[config.mk]
export PLATFORM = sky130hd
export DESIGN_NAME = instruction_fetch
export DESIGN_NICKNAME = d
export VERILOG_FILES = /design/src/rtl/instruction_fetch_pkg.sv /design/src/rtl/instruction_memory.sv /design/src/rtl/instruction_fetch.sv
export SDC_FILE = /design/constraint.sdc
export NUM_CORES = 1
export LEC_CHECK = 0
export CAP_MARGIN = 15
export CORE_MARGIN = 3
export CORE_UTILIZATION = 31
export DETAILED_ROUTE_END_ITERATION = 6
export GPL_TIMING_DRIVEN = 0
export REMOVE_ABC_BUFFERS = 1
export SYNTH_ARGS = -nofsm -noshare
export SYNTH_HDL_FRONTEND = slang
export SYNTH_SLANG_ARGS = --single-unit
[constraint.sdc]
create_clock -name f_i_clk -period 2.85 [get_ports f_i_clk]
set_clock_uncertainty 0.15 [all_clocks]
set_input_delay 0.855 -clock f_i_clk [delete_from_list [all_inputs] [get_ports f_i_clk]]
set_output_delay 0.855 -clock f_i_clk [all_outputs]
set_load 0.05 [all_outputs]
[src/rtl/instruction_fetch_pkg.sv]
`default_nettype none
// ============================================================================
//  Module   : instruction_fetch_pkg
//  Brief    : Shared widths, PC constants and ROM image for the IF stage.
//  Revision : 1.0
// ============================================================================
package instruction_fetch_pkg;

    localparam int unsigned c_IWIDTH   = 32;
    localparam int unsigned c_AWIDTH   = 32;
    localparam logic [31:0] c_RESET_PC = 32'h0000_0000;
    localparam logic [31:0] c_PC_INCR  = 32'h0000_0004;
    localparam logic [31:0] c_ROM_BASE = 32'h1000_0000;

    // Program image: word i holds c_ROM_BASE + i; words past the program read as zero.
    function automatic logic [31:0] rom_image(input logic [31:0] idx, input int unsigned prog_len);
        if (idx < prog_len) begin
            return c_ROM_BASE + idx;
        end
        return '0;
    endfunction

endpackage
`default_nettype wire

[src/rtl/instruction_memory.sv]
`default_nettype none
// ============================================================================
//  Module   : instruction_memory
//  Brief    : Private instruction ROM with syn/ack handshake and last-word flag.
//  Revision : 1.0
// ============================================================================
module instruction_memory
    import instruction_fetch_pkg::*;
#(
    parameter int unsigned IWIDTH   = c_IWIDTH,
    parameter int unsigned AWIDTH   = c_AWIDTH,
    parameter int unsigned DEPTH    = 1024,
    parameter int unsigned PROG_LEN = 8
) (
    input  logic              i_clk,
    input  logic              i_rst,
    input  logic              i_stall,
    input  logic              i_flush,
    input  logic              i_syn,
    input  logic [AWIDTH-1:0] i_pc,
    output logic              o_req_last,
    output logic              o_ack,
    output logic              o_last,
    output logic [IWIDTH-1:0] o_data,
    output logic [AWIDTH-1:0] o_addr
);

    localparam int unsigned      c_IDXW     = $clog2(DEPTH);
    localparam logic [AWIDTH-3:0] c_LAST_IDX = (AWIDTH-2)'(PROG_LEN - 1);

    logic [c_IDXW-1:0] w_idx;
    logic [IWIDTH-1:0] w_word;

    // Word index wraps modulo DEPTH; the last-word test uses the full index.
    assign w_idx      = i_pc[c_IDXW+1:2];
    assign w_word     = IWIDTH'(rom_image({{(32-c_IDXW){1'b0}}, w_idx}, PROG_LEN));
    assign o_req_last = (i_pc[AWIDTH-1:2] == c_LAST_IDX);

    always_ff @(posedge i_clk or posedge i_rst) begin
        if (i_rst) begin
            o_ack  <= 1'b0;
            o_last <= 1'b0;
            o_data <= '0;
            o_addr <= '0;
        end else if (i_flush) begin
            o_ack  <= 1'b0;
            o_last <= 1'b0;
        end else if (!i_stall) begin
            o_ack <= i_syn;
            if (i_syn) begin
                o_data <= w_word;
                o_addr <= i_pc;
                o_last <= o_req_last;
            end else begin
                o_last <= 1'b0;
            end
        end
    end

endmodule
`default_nettype wire

[src/rtl/instruction_fetch.sv]
`default_nettype none
// ============================================================================
//  Module   : instruction_fetch
//  Brief    : IF stage: PC register, fetch-done flag, redirect/squash, ROM.
//  Revision : 1.0
// ============================================================================
module instruction_fetch
    import instruction_fetch_pkg::*;
#(
    parameter int unsigned IWIDTH   = c_IWIDTH,
    parameter int unsigned AWIDTH   = c_AWIDTH,
    parameter int unsigned DEPTH    = 1024,
    parameter int unsigned PROG_LEN = 8
) (
    input  logic              f_i_clk,
    input  logic              f_i_rst,
    input  logic              f_i_ce,
    input  logic              f_i_stall,
    input  logic              f_i_change_pc,
    input  logic [AWIDTH-1:0] f_i_pc,
    output logic [IWIDTH-1:0] f_o_instr,
    output logic [AWIDTH-1:0] f_o_pc,
    output logic              f_o_ce
);

    localparam logic [AWIDTH-1:0] c_ALIGN_MASK = ~AWIDTH'(3);

    logic [AWIDTH-1:0] r_pc;
    logic              r_done;
    logic              w_syn;
    logic              w_req_last;
    logic              w_ack;
    logic              w_last;

    assign w_syn = f_i_ce & ~f_i_stall & ~r_done & ~f_i_change_pc;

    // done rises on the edge that issues the last word, so no request follows it.
    always_ff @(posedge f_i_clk or posedge f_i_rst) begin
        if (f_i_rst) begin
            r_pc   <= AWIDTH'(c_RESET_PC);
            r_done <= 1'b0;
        end else if (f_i_change_pc) begin
            r_pc   <= f_i_pc & c_ALIGN_MASK;
            r_done <= 1'b0;
        end else if (w_syn) begin
            r_pc <= r_pc + AWIDTH'(c_PC_INCR);
            if (w_req_last) begin
                r_done <= 1'b1;
            end
        end
    end

    instruction_memory #(
        .IWIDTH   (IWIDTH),
        .AWIDTH   (AWIDTH),
        .DEPTH    (DEPTH),
        .PROG_LEN (PROG_LEN)
    ) u_imem (
        .i_clk      (f_i_clk),
        .i_rst      (f_i_rst),
        .i_stall    (f_i_stall),
        .i_flush    (f_i_change_pc),
        .i_syn      (w_syn),
        .i_pc       (r_pc),
        .o_req_last (w_req_last),
        .o_ack      (w_ack),
        .o_last     (w_last),
        .o_data     (f_o_instr),
        .o_addr     (f_o_pc)
    );

    assign f_o_ce = w_ack;

endmodule
`default_nettype wire

After elaboration in Yosys (flattened, before gate mapping)
Cells that the tools add are included.
{ "totals": {"ff_bits": 98, "elab_cells": 30} }
{ "op_classes": {"n_addsub": 2, "n_lt_le_gt_ge": 1, "eq_ne": 2, "muxes": 10, "bitwise": 6, "reduce_logical": 4} }
{ "ops": {"columns": ["op", "count"], "rows": [
  ["$mux W32", 4],
  ["$add A32 B3 Y32 const B", 1],
  ["$add A29 B10 Y30 const A", 1],
  ["$eq A30 B3 Y1 const B", 1],
  ["$lt A10 B4 Y1 const B", 1],
  ["$mux W1", 6],
  ["$reduce_bool A2 Y1", 2],
  ["$and A1 B1 Y1", 3],
  ["$not A1 Y1", 3],
  ["$reduce_and A3 Y1", 1],
  ["$ne A2 B1 Y1 const B", 1],
  ["$reduce_and A2 Y1", 1]
]} }

Depth between registers and ports, before layout
Gate-level depths: netlist of run 1.
{ "logic_depth": {"ltp_word": 6, "ltp_mapped": 7} }

By module
Synthesis of run 1 repeated with hierarchy kept, for this count alone.
{ "hier_totals": {"hier_cells": 401, "hier_area_um2": 3742.3} }
{ "modules_own_cells": {"columns": ["module", "n_inst", "cells_per_inst", "area_per_inst_um2"], "rows": [
  ["instruction_memory", 1, 201, 1898.1],
  ["instruction_fetch", 1, 200, 1844.3]
]} }

Least setup slack after synthesis of run 1
No wires, ideal clock.
{ "synth_timing": {"path_type": "in2reg", "startpoint": "input f_i_stall", "endpoint": "register r_pc[17]", "setup_ns": 0.082, "arrival_time_ns": 2.643, "t_required_ns": 2.618, "slack_ns": -0.025, "cell_stages": 6, "n_path_buf": 2, "path_cell_list": "or3b_1 > buf_2 > or4_4 > buf_6 > or4_1 > a31oi_1"} }
{ "synth_via": {"elab_chain_cells": 5} }
{ "synth_rtl": {"columns": ["item", "line", "source"], "rows": [
  ["from (decl)", "instruction_fetch.sv:18", "input logic f_i_stall,"],
  ["$not A1 Y1 (no source line)", null, null],
  ["$and A1 B1 Y1 (3 in series)", "instruction_fetch.sv:35", "assign w_syn = f_i_ce & ~f_i_stall & ~r_done & ~f_i_change_pc;"],
  ["$reduce_bool A2 Y1 (no source line)", null, null],
  ["to (signal assigned)", "instruction_fetch.sv:40", "r_pc <= AWIDTH'(c_RESET_PC);"],
  ["to (signal assigned)", "instruction_fetch.sv:43", "r_pc <= f_i_pc & c_ALIGN_MASK;"],
  ["to (signal assigned)", "instruction_fetch.sv:46", "r_pc <= r_pc + AWIDTH'(c_PC_INCR);"],
  ["to (decl)", "instruction_fetch.sv:28", "logic [AWIDTH-1:0] r_pc;"]
]} }
No other way between the ends.
A chain may end at the register's enable or synchronous reset.

Final worst setup path of run 1
{ "layout_timing": {"startpoint": "input f_i_stall", "endpoint": "register r_pc[31]"} }
Same word-level chain as after synthesis.

==> results of run 1 <==
[routing by layer]
metal | up-vias | share of wire, % | track usage, %
met2 | 70 | 49 | 23.18
met4 | 0 | 1.5 | 4.567
met1 | 1391 | 45 | 19.16
met5 | - | 0 | 0
li1 | 1359 | - | -
met3 | 9 | 4.7 | 3.743
[cells by family after synthesis]
logic type,synth area share [%]
simple gates,18.45
flops,51.32
compound gates,11.04
buf+inv,8.401
mux,7.873
xor+xnor,2.461
fa+ha+maj,0.3514
other cells,0.1053
[where the power goes]
group	switching, W	internal (W)
sequential	0.000116	0.00117
clock	0.000426	0.000673
combinational	0.000585	0.000321
[sequential cells by signal, indices dropped and copies added (netlist names)]
register / flops
r_done: 1
u_imem.o_addr: 30
u_imem.o_data: 11
r_pc: 30
u_imem.o_ack: 1
[timing repair]
item	4_1_cts	5_1_grt
resized for setup	11	1
endpoints found under the setup margin	60	9
pin swaps	8	1
setup buffers	5	1
gates cloned	2	0
[cell type report]
cell class	count	area, um2	share of cell area [%]
Sequential cell	73	1827	38.67
Multi-Input combinational cell	243	1548	32.76
Timing Repair Buffer	84	845.8	17.90
Clock buffer	10	229.0	4.846
Tap cell	140	175.2	3.708
Clock inverter	6	58.81	1.245
Inverter	9	41.29	0.8739
[metrics by stage]
step	worst slack, ps	area (um2)	instances
floorplan	-8.271	3377	323
global placement	-2074	4313	539
detailed placement	-1099	4358	541
CTS	14.98	4713	564
global route	-1.588	4725	565
finish	28.24	4725	565
[how the worst max path moves through the flow]
stage                                         to     startpoint  depth (start not counted)
floorplan                     r_done$_DFFE_PP0P_        f_i_rst                          1
global placement    u_imem.o_data[1]$_DFFE_PP0P_  f_i_change_pc                          5
detailed placement  u_imem.o_data[1]$_DFFE_PP0P_  f_i_change_pc                          6
CTS                         r_pc[31]$_DFFE_PP0P_      f_i_stall                          6
global route                r_pc[31]$_DFFE_PP0P_         f_i_ce                          6
finish                      r_pc[31]$_DFFE_PP0P_      f_i_stall                          6
[worst min-delay path: stages, from the launching register on]
cell	delay, ps
dfrtp_1	340
nand2_1	50
o21ai_0	60
[synth_stat cells, types with 2 or more instances]
library cell	count
xor2_1	2
nand2_1	28
or4_1	13
or2_2	2
xnor2_1	8
nor4_1	9
o311a_1	2
nor3_1	5
a31oi_1	16
inv_1	8
nor2_1	21
a22o_1	3
nand3_1	11
or3_1	6
dfrtp_1	73
o31ai_1	12
and2_1	9
mux2_2	24
o21ai_0	22
clkbuf_1	19
nand4_1	7
buf_4	23
==> out/summary.txt, run 1 <==
Die area = 12,800 um2
Core Area = 11,030 um2
Relative slew margins = 59.25%
Initial antenna violation count = 0
Number of CTS-inserted buffers = 9
Clock sinks = 73
I/O pin total = 102
Status = finished, final reports clean
Buf/Inv on CP = 2
Hold WC Path Type = flop to flop
Critical-path top delay cell = or4_4
DR pass1 iterations = 4
Hold path depth = 2
Hold_sp = u_imem.o_addr[4]$_DFFE_PP0P_
Required @ worst endpoint = 2960 ps
Worst reg2reg endpoint = r_pc[26]$_DFFE_PP0P_
Maximum vdd ir drop = 0.2794 mV
CP Max Fanout = 5
Commonest non-fill, non-tap cells in the layout = clkdlybuf4s50_1 (73), dfrtp_1 (73), nand2_1 (27)
Drt drc = 0
Syn. warnings = 0
Reg2reg path depth = 4
Reg2Reg Setup Slack = 340 ps
Num rows = 38
Worst r2r src = r_pc[10]$_DFFE_PP0P_
Synth area leaders = dfrtp_1 (51%), mux2_2 (7.6%), buf_4 (4.9%)
Dominant synthesized flop cell = dfrtp_1
Filler cells = 1,120
Layout area overhead = 32.72%
Setup TNS = 0 ps
Detail Route Antenna Nets = 0
Skew-Pair Late Insertion Delay = 330 ps
Synth async-reset ratio = 100.0%
Final core utilization = 42.83%
Slew Viols, Final = 0
Final hold violations = 0
Hold-fix buffers, CTS = 0
CP Class = primary input to flop
Post-synth EDFFs = 0
First-pass GRT wire length = 14,690 um
Seq cells post-synth = 73
Seq/Total Area, Yosys = 51.32%
Netlist cell types = 45
Hpwl dp = 5987 um
Vias in the first global route = 2,824
Area leader, netlist = dfrtp_1
Initial Util = 32.27%
Achievable Freq = 354.4 MHz
Max-cap violations = 0
Routability cong. = 0.7363
Wire length per cell = 15.96 um
Synth Area per Inst = 10.29 um2
Post-Route Hold Slack = 328.9 ps
Clock transition at the registers of the reported paths = 60 ps
Cell family with most CP delay = simple AND/OR/NAND/NOR gates
Crit-path cells = clkdlybuf4s15_1 > or3b_4 > buf_4 > or4_4 > or4_1 > a31oi_1
Hold EP = u_imem.o_addr[4]$_DFFE_PP0P_
GRT Util Overall = 14.45%
Fin crit share = 99.01%
CTS Buffer Depth = 2
Diode count = 0
Die height = 113.2 um
TritonCTS clock tree = built
Total gr overflow = 0
Power density over the cells = 696.7 nW/um2
Largest net degree at the start of global routing = 42
Count of final setup violators = 0
Cell count after synthesis = 346
Root Driver = clkbuf_16
Worst slew pin tran = 611.2 ps
PortBufs = 76
1st-iter DRT viols = 111
Mapped Area = 3560 um2
Largest stage delay, worst path = 570 ps
Die X-Extent = 113.2 um
Vias = 2,829
Layout cells sized above 1 = 13.88%
Leakage = 1.913 nW
CP startpoint kind = primary input
Yosys top cell area share = 51.32%
H-tree levels = 3
Total Power = 0.003292 W
Via density = 5.007
CP endpoint kind = flop
Nets = 458
Detailed Route WL = 9020 um
Critical path data arrival time = 2930 ps
Min Tclk post-route = 2822 ps
No activity file was read; power rests on OpenSTA's default activity.
==> run 2, diff against run 1 <==
--- a/config.mk
+++ b/config.mk
@@ -8,9 +8,11 @@
 export CAP_MARGIN = 15
 export CORE_MARGIN = 3
 export CORE_UTILIZATION = 31
+export CTS_CLUSTER_DIAMETER = 150
 export DETAILED_ROUTE_END_ITERATION = 6
 export GPL_TIMING_DRIVEN = 0
 export REMOVE_ABC_BUFFERS = 1
+export SLEW_MARGIN = 30
 export SYNTH_ARGS = -nofsm -noshare
 export SYNTH_HDL_FRONTEND = slang
 export SYNTH_SLANG_ARGS = --single-unit
==> out/summary.txt, run 2 (synthesized netlist as in run 1, its figures left out) <==
Via density = 4.933 (-1.5%)
Wire length per cell = 15.90 um (-0.43%)
Die height = 113.2 um (unchanged)
Worst r2r src = r_pc[10]$_DFFE_PP0P_
Total Power = 0.003431 W (+4.2%)
Slew Viols, Final = 0 (unchanged)
PortBufs = 76 (unchanged)
Vias = 2,782 (-1.7%)
CP startpoint kind = primary input
Initial antenna violation count = 0 (unchanged)
Filler cells = 1,126 (+0.54%)
Leakage = 1.926 nW (+0.69%)
Routability cong. = 0.7363 (unchanged)
Nets = 457 (-0.22%)
Fin crit share = 98.44% (-0.57 points)
Initial Util = 32.27% (unchanged)
Hold_sp = u_imem.o_addr[4]$_DFFE_PP0P_
H-tree levels = 3 (unchanged)
Layout cells sized above 1 = 14.62% (+0.74 points)
Diode count = 0 (unchanged)
TritonCTS clock tree = built
Die area = 12,800 um2 (unchanged)
Drt drc = 0 (unchanged)
Largest regs = r_pc (30), u_imem.o_addr (30), u_imem.o_data (11)
Min Tclk post-route = 2806 ps (-16.20 ps)
Reg2reg path depth = 4 (unchanged)
CP Class = primary input to flop
Required @ worst endpoint = 2950 ps (about the same)
Detailed Route WL = 8965 um (-0.61%)
CP Max Fanout = 5 (unchanged)
Dpl ws = -1126 ps (-26.98 ps)
Skew-Pair Late Insertion Delay = 330 ps (about the same)
Reg2Reg Setup Slack = 320 ps (-20 ps)
I/O pin total = 102 (unchanged)
Number of CTS-inserted buffers = 9 (unchanged)
Status = finished, final reports clean
Core Area = 11,030 um2 (unchanged)
Post-Layout Cell Count = 564 (-0.18%)
Layout area overhead = 33.57%
First-pass GRT wire length = 14,770 um (+0.52%)
Hold path depth = 2 (unchanged)
1st-iter DRT viols = 84 (-24%)
Clock sinks = 73 (unchanged)
Critical path data arrival time = 2910 ps (-20 ps)
Vias in the first global route = 2,770 (-1.9%)
Setup TNS = 0 ps (unchanged)
Maximum vdd ir drop = 0.2862 mV (+2.4%)
DR pass1 iterations = 4 (unchanged)
Root Driver = clkbuf_16
Die X-Extent = 113.2 um (unchanged)
Relative slew margins = 60.39% (+1.1 points)
Unrepaired setup endpoints after global routing = no
Commonest non-fill, non-tap cells in the layout = clkdlybuf4s50_1 (73), dfrtp_1 (73), nand2_1 (27)
Worst slew pin tran = 594.1 ps (-17.12 ps)
Worst reg2reg endpoint = r_pc[25]$_DFFE_PP0P_
Power density over the cells = 721.6 nW/um2 (+3.6%)
Num rows = 38 (unchanged)
Achievable Freq = 356.4 MHz (+0.58%)
CTS Buffer Depth = 2 (unchanged)
GRT Util Overall = 14.54% (+0.087 points)
Clock transition at the registers of the reported paths = 60 ps (about the same)
Detail Route Antenna Nets = 0 (unchanged)
Largest net degree at the start of global routing = 50 (+19%)
Hold EP = u_imem.o_addr[4]$_DFFE_PP0P_
Hold WC Path Type = flop to flop
Count of final setup violators = 0 (unchanged)
Total gr overflow = 0 (unchanged)
Hpwl dp = 5892 um (-1.6%)
Max-cap violations = 0 (unchanged)
Placed instance count = 540 (-0.18%)
CP endpoint kind = flop
Final hold violations = 0 (unchanged)
Setup slack after layout = 44.44 ps (+16.20 ps)
Hold-fix buffers, CTS = 0 (unchanged)
-- run 2: worst max-delay path by stage --
stage / to / slack, ps / from / depth (start not counted)
CTS: r_pc[25]$_DFFE_PP0P_ / 20 / f_i_ce / 6
global placement: u_imem.o_data[1]$_DFFE_PP0P_ / -2070 / f_i_change_pc / 5
floorplan: r_done$_DFFE_PP0P_ / -8 / f_i_rst / 1
detailed placement: u_imem.o_data[1]$_DFFE_PP0P_ / -1130 / f_i_change_pc / 5
finish: r_pc[25]$_DFFE_PP0P_ / 40 / f_i_stall / 6
global route: r_pc[25]$_DFFE_PP0P_ / 10 / f_i_stall / 6
-- run 2: repair_timing --
item / CTS / global route
hold endpoints to repair: 0 / 0
resized for setup: 13 / 3
setup endpoints to repair: 60 / 10
pin swaps: 4 / 2
buffers inserted: 6 / 0
cloned: 2 / 0
-- run 2: area by class of cell --
type	count	area, um2	share of cell area (%)
multi-input cells	243	1558	32.76
inverters	9	41.29	0.8684
flip-flops and latches	73	1827	38.42
repair buffers	83	823.3	17.32
well taps	140	175.2	3.684
clock inverters	5	77.57	1.632
clock buffers	11	252.7	5.316
-- run 2: per-layer routing --
| metal | wire (um) | track usage (%) |
|---|---|---|
| met3 | 473 | 3.850 |
| met5 | 0 | 0 |
| met4 | 125 | 5.048 |
| met1 | 4090 | 19.28 |
| met2 | 4275 | 23.03 |
-- run 2: report_power, final --
group	leakage (nW)	switching (W)	total [W]	internal, W
clock network	0.162	0.000429	0.00124	0.000811
registers	0.886	0.000115	0.00129	0.00117
logic	0.879	0.000584	0.000903	0.000319
-- run 2: through the flow --
step	hold slack (ps)	utilization [%]	cell area, um2
floorplan	359.5	-	3377
global placement	310.8	39.10	4313
detailed placement	320.4	39.37	4343
CTS	332.7	43.07	4751
global route	342.5	43.10	4755
finish	325.2	43.10	4755
-- run 2: worst max-delay path: stages --
cell	delay, ps
clkdlybuf4s15_2	220
or3b_4	410
buf_4	150
or4_4	570
or4_1	520
a31oi_1	180
